[config.mk]
export PLATFORM = sky130hd
export DESIGN_NAME = pipe_stage_skid_reg
export DESIGN_NICKNAME = d
export VERILOG_FILES = /design/src/rtl/pipe_stage_skid_reg.sv
export SDC_FILE = /design/constraint.sdc
export NUM_CORES = 1
export LEC_CHECK = 0
export BUFFER_PORTS_ARGS = -buffer_cell sky130_fd_sc_hd__buf_2
export CORE_UTILIZATION = 25
export DETAILED_ROUTE_END_ITERATION = 8
export GPL_ROUTABILITY_DRIVEN = 0
export PLACE_DENSITY = 0.41
export SYNTH_ARGS = -nofsm -noshare
export SYNTH_HDL_FRONTEND = slang
export SYNTH_SLANG_ARGS = --single-unit
[constraint.sdc]
create_clock -name clk -period 4.2 [get_ports clk]
set_input_delay 0.21 -clock clk [delete_from_list [all_inputs] [get_ports clk]]
set_output_delay 0.21 -clock clk [all_outputs]
set_load 0.05 [all_outputs]
[src/rtl/pipe_stage_skid_reg.sv]
// pipe_stage_skid_reg
//   Handshaked pipeline-stage register with an optional skid entry and flush.
//   The payload is split into a control field, which is forced to zero in every
//   bubble, and a data field. Squashed entries are counted in a saturating
//   debug counter.
//
// Parameters
//   CTRL_W  control-field width
//   DATA_W  data-field width
//   SKID    1: two entries (main M + skid S), in_ready registered
//           0: single entry, in_ready = !m_valid || out_ready
//   CNT_W   width of drop_count
//
// Ports
//   clk, rst            clock, synchronous active-high reset
//   flush               squash held entries and any beat accepted this cycle
//   in_valid/in_ready   upstream handshake
//   in_ctrl/in_data     upstream payload
//   out_valid/out_ready downstream handshake on the main entry M
//   out_ctrl/out_data   M payload (out_ctrl is zero whenever out_valid is 0)
//   occupancy           m_valid + s_valid
//   drop_count          saturating count of squashed entries
module pipe_stage_skid_reg #(
    parameter int unsigned CTRL_W = 8,
    parameter int unsigned DATA_W = 160,
    parameter int unsigned SKID   = 1,
    parameter int unsigned CNT_W  = 16
) (
    input  logic              clk,
    input  logic              rst,
    input  logic              flush,
    input  logic              in_valid,
    output logic              in_ready,
    input  logic [CTRL_W-1:0] in_ctrl,
    input  logic [DATA_W-1:0] in_data,
    output logic              out_valid,
    input  logic              out_ready,
    output logic [CTRL_W-1:0] out_ctrl,
    output logic [DATA_W-1:0] out_data,
    output logic [1:0]        occupancy,
    output logic [CNT_W-1:0]  drop_count
);

    localparam int unsigned SUM_W = CNT_W + 1;

    logic              m_valid, m_valid_nxt;
    logic [CTRL_W-1:0] m_ctrl, m_ctrl_nxt;
    logic [DATA_W-1:0] m_data, m_data_nxt;
    logic              s_valid, s_valid_nxt;
    logic [CTRL_W-1:0] s_ctrl, s_ctrl_nxt;
    logic [DATA_W-1:0] s_data, s_data_nxt;
    logic              in_ready_q, in_ready_q_nxt;
    logic [CNT_W-1:0]  drop_cnt, drop_cnt_nxt;

    logic              accept;
    logic              pop;
    logic              m_free;
    logic [1:0]        drop_inc;
    logic [SUM_W-1:0]  drop_sum;

    generate
        if (SKID != 0) begin : g_skid
            assign in_ready = in_ready_q;
        end else begin : g_noskid
            assign in_ready = !m_valid || out_ready;
        end
    endgenerate

    assign accept = in_valid && in_ready;
    assign pop    = m_valid && out_ready;
    assign m_free = !m_valid || pop;

    // A popping M is owned downstream, so it is not a squashed entry.
    assign drop_inc = 2'(m_valid && !pop) + 2'(s_valid) + 2'(accept);
    assign drop_sum = {1'b0, drop_cnt} + SUM_W'(drop_inc);

    always_comb begin
        m_valid_nxt    = m_valid;
        m_ctrl_nxt     = m_ctrl;
        m_data_nxt     = m_data;
        s_valid_nxt    = s_valid;
        s_ctrl_nxt     = s_ctrl;
        s_data_nxt     = s_data;
        drop_cnt_nxt   = drop_cnt;

        if (flush) begin
            m_valid_nxt  = 1'b0;
            m_ctrl_nxt   = '0;
            m_data_nxt   = '0;
            s_valid_nxt  = 1'b0;
            s_ctrl_nxt   = '0;
            s_data_nxt   = '0;
            drop_cnt_nxt = drop_sum[CNT_W] ? '1 : drop_sum[CNT_W-1:0];
        end else if (m_free) begin
            if (s_valid) begin
                // in_ready was low, so nothing is accepted this cycle.
                m_valid_nxt = 1'b1;
                m_ctrl_nxt  = s_ctrl;
                m_data_nxt  = s_data;
                s_valid_nxt = 1'b0;
            end else if (accept) begin
                m_valid_nxt = 1'b1;
                m_ctrl_nxt  = in_ctrl;
                m_data_nxt  = in_data;
            end else begin
                // Bubble: control cleared, data left as-is.
                m_valid_nxt = 1'b0;
                m_ctrl_nxt  = '0;
            end
        end else if (accept && (SKID != 0)) begin
            s_valid_nxt = 1'b1;
            s_ctrl_nxt  = in_ctrl;
            s_data_nxt  = in_data;
        end

        in_ready_q_nxt = !s_valid_nxt;
    end

    always_ff @(posedge clk) begin
        if (rst) begin
            m_valid    <= 1'b0;
            m_ctrl     <= '0;
            m_data     <= '0;
            s_valid    <= 1'b0;
            s_ctrl     <= '0;
            s_data     <= '0;
            in_ready_q <= 1'b1;
            drop_cnt   <= '0;
        end else begin
            m_valid    <= m_valid_nxt;
            m_ctrl     <= m_ctrl_nxt;
            m_data     <= m_data_nxt;
            s_valid    <= s_valid_nxt;
            s_ctrl     <= s_ctrl_nxt;
            s_data     <= s_data_nxt;
            in_ready_q <= in_ready_q_nxt;
            drop_cnt   <= drop_cnt_nxt;
        end
    end

    assign out_valid  = m_valid;
    assign out_ctrl   = m_ctrl;
    assign out_data   = m_data;
    assign occupancy  = 2'(m_valid) + 2'(s_valid);
    assign drop_count = drop_cnt;

endmodule

==> results.toml, run 1 <==
[clock_network]
cts_tree = "built"
clock-root-buffer = "clkbuf_16"
cts_resized = 0
clk_latency_ns = 0.55
cts_setup_buffers = 0
cts_made_buffers = 43
clkTransAtPathRegs_ns = 0.05
clock-sinks = 355
cts-htree-levels = 2
clockBufferDepth = 3

[cells_and_area]
post-route-util_pct = 35.1
layout_common_cells = "buf_2, dfxtp_1, nand2_1"
fillCellCount = 5862
final_nets = 2225
drive_gt1_share_pct = 21.3
layout_commonest_cell = "buf_2"
syn_to_final_growth_pct = 39.0

[placement]
io_buffers = 360
dp_hpwl_um = 27700
pre_cts_ws_ns = 1.11

[detailed_routing]
ant_nets = 0
drc = 0
drtPass1Iterations = 5
route.met3.wl_um = 2510
vias_per_cell = 4.44
wl_um = 44300
dr.max_layer_used = "met5"
wire_per_inst_um = 15.7
dr.first_iter.drc_count = 476
wl_met2_um = 21000
m1WireLength_um = 19400
num_vias = 12530

[flow_run]
max_cap_violations = 0

[worst_setup_path]
reg2reg_depth = 9
cp.required_ns = 4.60
r2r-end = "drop_count[13]"
cp_max_fo = 20
cp-start-kind = "input port"
cp-end-kind = "flip-flop"
r2r_start = "out_valid"
critPathKind = "input port to flip-flop"
arrival_ns = 3.48
rrSetupSlack_ns = 1.15

[sta]
timing.fmax_ghz = 0.325
rsz0062_at_grt = "no"
setup_viol = 0
fin_skew_ns = 0.0179
worst_pin_slew_ns = 0.974
finalWorstSetupSlack_ns = 1.12
fin_crit_sh_pct = 73.2
hold_viol_final = 0
maxSlewViolCount = 0
slew_headroom_pct = 35.1
layout_min_cycle_time_ns = 3.08
tns_ns = 0

[floorplanning]
start_util_pct = 25.3
design.die.area_um2 = 56600
die_w_um = 238
die_h_um = 238
num_rows = 86
coreArea_um2 = 55100
ios = 361

[worst_hold_path]
hold_start = "rst"
hold_end = "drop_count[8]"
min_path_cells = 2
hold_class = "input port to flip-flop"

[grt]
grt_pass1_vias = 12050
grt_overflow = 0
grt_start_max_net_pins = 138
antenna_found_initial = 4
grtUsageTotal_pct = 15.1
grt_pass1_wl_um = 68100

[yosys]
synth_area_leader_cell = "dfxtp_1"
ys_warn_count = 0
ys_ff_latch = 355
mappedNetlistArea_um2 = 13900
synth_area_leaders = "dfxtp_1, mux2i_1, nand2_1, a211oi_1, a21oi_1"
ys_seq_area_share_pct = 51.1
netlist_instances = 1591
avgSynthCellArea_um2 = 8.75
synth_fp_nets = 1769
synth_top_area_share_pct = 51.1
synthDistinctLibCells = 33

[power_and_ir_drop]
sw_frac_of_total_pct = 26.4
combPwrFrac_pct = 11.9
power_frac_clock_pct = 44.1
total_power_mw = 7.95
p_leak_nw = 7.30
seq_power_share_pct = 44.0
ir_worst_vdd_mv = 0.270
p_int_mw = 5.85
p_sw_mw = 2.10
pwr_density_cell_nw_per_um2 = 411

[outcome]
outcome = "completed"
-- how the worst max path moves through the flow --
stage	startpoint	to	slack, ns	cells past startpoint
final	out_ready	drop_count[13]	1.12	11
after global routing	out_valid	drop_count[11]	0.86	9
after CTS	out_valid	drop_count[13]	1.13	9
after detailed placement	out_ready	drop_count[13]	1.11	10
after global placement	out_ready	drop_count[11]	1.15	10
after floorplan	out_valid	drop_count[13]	1.0	12
-- routing by layer --
metal  up-vias  GRT usage [%]
met5         -              0
met2       252           25.1
met1      5821           18.6
li1       6372              -
met3        81           3.76
met4         4           5.81
-- layout make-up --
type	instances	area [um2]	area share, %
Sequential cell	355	7110	36.8
Tap cell	748	936	4.84
Clock buffer	64	1230	6.38
Multi-Input combinational cell	1096	6240	32.3
Clock inverter	5	57.6	0.298
Timing Repair Buffer	547	3740	19.3
Antenna cell	2	5.00	0.0259
Inverter	4	15.0	0.0776
-- power groups by stage --
| stage | logic [mW] | registers [mW] | clock network (mW) |
|---|---|---|---|
| floorplan | 0.290 | 3.82 | 0 |
| global placement | 0.823 | 3.57 | 0 |
| detailed placement | 0.829 | 3.57 | 0 |
| CTS | 0.960 | 3.50 | 3.66 |
| global route | 1.03 | 3.50 | 3.78 |
| finish | 0.948 | 3.50 | 3.50 |
-- cell usage after synthesis --
cell	count
a41oi_1	1
nor3_1	14
a21o_1	2
and3_1	1
o2111a_1	1
mux2i_1	172
nor4_1	2
or4_4	1
or2_2	1
inv_1	4
buf_1	6
buf_2	42
nand3_2	1
or3_1	2
a211oi_1	162
and4b_1	1
fa_1	2
nor2_1	175
nand4_1	1
a31oi_1	2
clkbuf_1	86
o21ai_0	2
xnor2_1	4
xor2_1	2
dfxtp_1	355
nand3_1	5
a21oi_1	189
and2_1	2
nand2_1	346
nor4b_1	1
ha_1	3
buf_4	2
nand2b_1	1
-- kinds of logic after synthesis --
| group | after synthesis | synth area share [%] |
|---|---|---|
| flops | 355 | 51.1 |
| compound gates | 359 | 15.9 |
| simple gates | 554 | 15.5 |
| buf+inv | 140 | 4.21 |
| mux | 172 | 12.4 |
| fa+ha+maj | 5 | 0.557 |
| xor+xnor | 6 | 0.378 |
-- registers in the layout (all words and copies together) (netlist names) --
register and flops:
drop_count 16, in_ready 1, out_ctrl 8, out_data 160
out_valid 1, s_ctrl 8, s_data 160, s_valid 1
-- critical path, stage by stage --
cell and delay, ns:
dlygate4sd3_1 0.54, buf_2 0.11, nand2b_1 0.15, inv_1 0.50
fa_1 0.53, ha_1 0.22, fa_1 0.42, nand3_1 0.24
nor3_1 0.10, nand2_1 0.32, a31oi_1 0.13
-- stage by stage --
stage / hold WS [ns] / instance area, um2 / instances
floorplan: 0.346 / 13900 / 1591
global placement: 0.441 / 16400 / 2581
detailed placement: 0.446 / 16400 / 2581
CTS: 0.00442 / 19300 / 2819
global route: 0.0670 / 19300 / 2821
finish: 0.0558 / 19300 / 2821
-- repair_timing --
item	4_1_cts	5_1_grt
endpoints found under the setup margin	0	0
hold endpoints to repair	312	0
hold buffers	169	0
Power figures use the tool's default switching activity.
==> run 2: changes to the inputs <==
==> constraint.sdc (replaced) <==
create_clock -name clk -period 2.87 [get_ports clk]
set_input_delay 0.1435 -clock clk [delete_from_list [all_inputs] [get_ports clk]]
set_output_delay 0.1435 -clock clk [all_outputs]
set_load 0.05 [all_outputs]
==> results.toml, run 2 (synthesis results as in run 1) <==
[clock_network]
cts_made_buffers = 44
cts_setup_buffers = 0
cts_resized = 0
clkTransAtPathRegs_ns = 0.06
cts-htree-levels = 2
clock-root-buffer = "clkbuf_16"
cts_tree = "built"
clock-sinks = 355
postCtsHoldBufs = 171
clockBufferDepth = 3
clk_latency_ns = 0.56

[cells_and_area]
stdcell_area_um2 = 19700
final_nets = 2234
drive_gt1_share_pct = 22.0
syn_to_final_growth_pct = 41.2
layout_common_cells = "buf_2, dfxtp_1, nand2_1"
diodes = 0
fillCellCount = 5767
layout_commonest_cell = "buf_2"
instances_no_fill = 2837

[power_and_ir_drop]
seq_power_share_pct = 41.8
sw_frac_of_total_pct = 26.0
p_leak_nw = 7.45
power_frac_clock_pct = 46.7
p_sw_mw = 3.18
pwr_density_cell_nw_per_um2 = 622
combPwrFrac_pct = 11.5
ir_worst_vdd_mv = 0.410
p_int_mw = 9.05

[sta]
maxSlewViolCount = 0
rsz0062_at_grt = "no"
timing.fmax_ghz = 0.403
setup_viol = 0
worst_pin_slew_ns = 1.16
finalWorstSetupSlack_ns = 0.391
hold_viol_final = 0
fin_crit_sh_pct = 86.4
slew_headroom_pct = 22.8
fin_skew_ns = 0.0121
layout_min_cycle_time_ns = 2.48
tns_ns = 0

[worst_setup_path]
critPathKind = "flip-flop to flip-flop"
cp.required_ns = 3.29
rrSetupSlack_ns = 0.39
cp-start-kind = "flip-flop"
arrival_ns = 2.90
cp_max_fo = 11
cp-end-kind = "flip-flop"

[detailed_routing]
ant_nets = 0
drtPass1Iterations = 4
wl_um = 44500
vias_per_cell = 4.44
dr.first_iter.drc_count = 423
drc = 0
num_vias = 12587
wire_per_inst_um = 15.7

[grt]
grt_pass1_vias = 12191
grt_pass1_wl_um = 68900
grtUsageTotal_pct = 15.3
grt_overflow = 0
grt_start_max_net_pins = 120
antenna_found_initial = 3

[placement]
placed_cells = 2587
dp_hpwl_um = 27300
pre_cts_ws_ns = 0.414
place_area_um2 = 16400
io_buffers = 360

[outcome]
outcome = "completed"

[flow_run]
max_cap_violations = 0

[floorplanning]
num_rows = 86
ios = 361
coreArea_um2 = 55100
die_w_um = 238
die_h_um = 238
start_util_pct = 25.3
design.die.area_um2 = 56600

[worst_hold_path]
hold_class = "input port to flip-flop"
==> run 2: critical path, cell delays in order (launching register included) <==
cell and delay (ns):
dfxtp_2 0.33, nand2b_1 0.10, inv_1 0.08, fa_1 0.43
ha_1 0.22, fa_1 0.41, nand3_1 0.22, nor3_1 0.09
nand2_1 0.33, a31oi_1 0.13
==> run 2: area by class of cell <==
cell class | instances | area (um2) | area share, %
clock buffers | 68 | 1360 | 6.90
clock inverters | 11 | 146 | 0.745
inverters | 4 | 15.0 | 0.0764
multi-input cells | 1096 | 6240 | 31.8
flip-flops and latches | 355 | 7110 | 36.2
well taps | 748 | 936 | 4.76
repair buffers | 555 | 3840 | 19.6
==> run 2: path summary, 6_finish.rpt <==
path         startpoint             end  cells after the start
min reg2reg  s_data[97]      s_data[97]                      2
min            in_valid       out_valid                      3
max reg2reg   out_valid  drop_count[13]                      9
max           out_valid  drop_count[13]                      9
==> run 2: power by group through the flow <==
| stage | Clock (mW) | Sequential, mW | Combinational, mW |
|---|---|---|---|
| after floorplan | 0 | 5.60 | 0.425 |
| after CTS | 5.98 | 5.11 | 1.42 |
| after detailed placement | 0 | 5.22 | 1.22 |
| after global placement | 0 | 5.22 | 1.22 |
| after global routing | 6.16 | 5.13 | 1.52 |
| final | 5.72 | 5.11 | 1.40 |
==> run 2: routing by layer <==
layer,routed length [um],part of all wire (%),vias to the layer above,GRT usage [%]
li1,-,-,6416,-
met1,19400,44,5844,18.4
met2,21400,48,238,26.1
met3,2360,5.3,83,3.84
met4,1330,3.0,6,5.69
met5,37,0.083,-,0
==> run 2: metrics by stage <==
| step | util (%) | hold WS (ns) | total power [mW] |
|---|---|---|---|
| floorplan | - | 0.279 | 6.02 |
| CTS | 35.7 | 0.00746 | 12.5 |
| detailed placement | 29.8 | 0.401 | 6.44 |
| global route | 35.7 | 0.0494 | 12.8 |
| global placement | 29.8 | 0.394 | 6.43 |
| finish | 35.7 | 0.0329 | 12.2 |
==> run 3: changes to the inputs <==
--- a/config.mk
+++ b/config.mk
@@ -5,6 +5,7 @@
 export SDC_FILE = /design/constraint.sdc
 export NUM_CORES = 1
 export LEC_CHECK = 0
+export ABC_AREA = 1
 export BUFFER_PORTS_ARGS = -buffer_cell sky130_fd_sc_hd__buf_2
 export CORE_UTILIZATION = 25
 export DETAILED_ROUTE_END_ITERATION = 8
==> results.toml, run 3 <==
[clock_network]
clockBufferDepth = 3
cts_made_buffers = 44
clk_latency_ns = 0.55
cts-htree-levels = 2
clock-root-buffer = "clkbuf_16"
cts_setup_buffers = 0
cts_resized = 0
postCtsHoldBufs = 170
cts_tree = "built"
clkTransAtPathRegs_ns = 0.05
clock-sinks = 355

[worst_setup_path]
cp-start-kind = "flip-flop"
r2r-end = "drop_count[6]"
cp-end-kind = "flip-flop"
arrival_ns = 2.87
cp_max_fo = 13
cp.required_ns = 3.32
critPathKind = "flip-flop to flip-flop"
r2r_start = "out_valid"
reg2reg_depth = 11
rrSetupSlack_ns = 0.45

[placement]
io_buffers = 360
dp_hpwl_um = 27400

[cells_and_area]
layout_commonest_cell = "nand2_1"
drive_gt1_share_pct = 19.9
syn_to_final_growth_pct = 38.4
layout_common_cells = "nand2_1, buf_2, dfxtp_1"
final_nets = 2455

[worst_hold_path]
min_path_cells = 3
hold_start = "flush"
hold_end = "drop_count[0]"
hold_class = "input port to flip-flop"

[sta]
slew_headroom_pct = 34.8
timing.fmax_ghz = 0.413
fin_crit_sh_pct = 84.4
setup_viol = 0
hold_viol_final = 0
maxSlewViolCount = 0
rsz0062_at_grt = "no"
timing.hold.ws_ns = 0.0568
tns_ns = 0
fin_skew_ns = 0.00842
worst_pin_slew_ns = 0.977
layout_min_cycle_time_ns = 2.42

[detailed_routing]
drtPass1Iterations = 4
num_vias = 13796
ant_nets = 0
dr.first_iter.drc_count = 663
wl_um = 47400
vias_per_cell = 4.51
drc = 0
wire_per_inst_um = 15.5

[grt]
grtUsageTotal_pct = 16.3
grt_pass1_wl_um = 74400
antenna_found_initial = 4
grt_pass1_vias = 13352
met2_usage_pct = 27.5
grt_overflow = 0
grt.busiest_layer = "met2"
grt_use_met3_pct = 3.34
grt_start_max_net_pins = 171
use_met1_pct = 20.7

[yosys]
synth_edf_count = 0
ys_ff_latch = 355
ys.flop_type = "dfxtp_1"
synth_top_area_share_pct = 51.0
synth_area_leader_cell = "dfxtp_1"
mappedNetlistArea_um2 = 13900
ys_seq_area_share_pct = 51.0
async_flop_share_pct = 0
synth_fp_nets = 2006
synthDistinctLibCells = 30
ys_warn_count = 0
netlist_instances = 1828
avgSynthCellArea_um2 = 7.62
yosysMostFrequentCell = "nand2_1"
synth_area_leaders = "dfxtp_1, nand2_1, nor2_1, o21ai_0, a31oi_1"
synthTopCellsByCount = "nand2_1, dfxtp_1, nor2_1, o21ai_0, a31oi_1"

[power_and_ir_drop]
sw_frac_of_total_pct = 26.4
p_int_mw = 8.71
power_frac_clock_pct = 44.7
p_sw_mw = 3.13
pwr_density_cell_nw_per_um2 = 615
p_leak_nw = 7.96
seq_power_share_pct = 43.3
combPwrFrac_pct = 12.0
ir_worst_vdd_mv = 0.333

[floorplanning]
die_h_um = 238
design.die.area_um2 = 56600
ios = 361
die_w_um = 238
start_util_pct = 25.3
coreArea_um2 = 55100
num_rows = 86

[flow_run]
max_cap_violations = 0

[outcome]
outcome = "completed"
-- run 3: worst max-delay path by stage --
stage / start / end / cells past startpoint
final: out_valid / drop_count[6] / 11
after global routing: out_valid / drop_count[15] / 11
after CTS: s_valid / occupancy[0] / 3
after detailed placement: out_valid / drop_count[6] / 11
after global placement: out_valid / drop_count[6] / 11
after floorplan: out_valid / drop_count[6] / 12
-- run 3: power by group through the flow --
stage	logic, mW	registers (mW)	clock network (mW)
after floorplan	0.463	5.62	0
after global placement	1.24	5.24	0
after detailed placement	1.24	5.24	0
after CTS	1.44	5.13	5.53
after global routing	1.54	5.15	5.70
final	1.42	5.13	5.29
-- run 3: final cells by class --
class | instances | area, um2
flip-flops and latches | 355 | 7110
multi-input cells | 1289 | 5880
clock inverters | 4 | 23.8
repair buffers | 553 | 3830
inverters | 34 | 148
fillers | 5914 | 35800
clock buffers | 72 | 1340
well taps | 748 | 936
diodes | 2 | 5.00
-- run 3: critical path: stages, from the launching register on --
cell,delay (ns)
dfxtp_1,0.36
inv_1,0.08
nor2_4,0.10
fa_1,0.42
ha_1,0.24
fa_1,0.42
nand3_1,0.17
nor2_4,0.07
nand3_2,0.24
nand3_1,0.12
nand2_1,0.07
inv_1,0.04
-- run 3: cell families after synthesis --
family,share of synthesized area [%]
AOI/OAI and AO/OA,20.5
xor gates and xnor gates,0.189
adders and majority gates,0.557
buffers and inverters,6.70
DFF,51.0
and+or+nand+nor,21.0
-- run 3: per-layer routing --
layer  share of wire [%]  vias up
li1                    -     7040
met1                  45     6407
met2                  48      265
met3                 4.7       80
met4                 2.6        4
met5               0.053        -
-- run 3: through the flow --
step / cells / area, um2 / util [%] / power [mW] / setup slack (ns)
after floorplan: 1828 / 13900 / - / 6.09 / 0.0650
after global placement: 2809 / 16200 / 29.4 / 6.47 / 0.487
after detailed placement: 2809 / 16200 / 29.4 / 6.48 / 0.452
after CTS: 3055 / 19300 / 35.0 / 12.1 / 0.424
after global routing: 3057 / 19300 / 35.0 / 12.4 / 0.277
final: 3057 / 19300 / 35.0 / 11.8 / 0.447
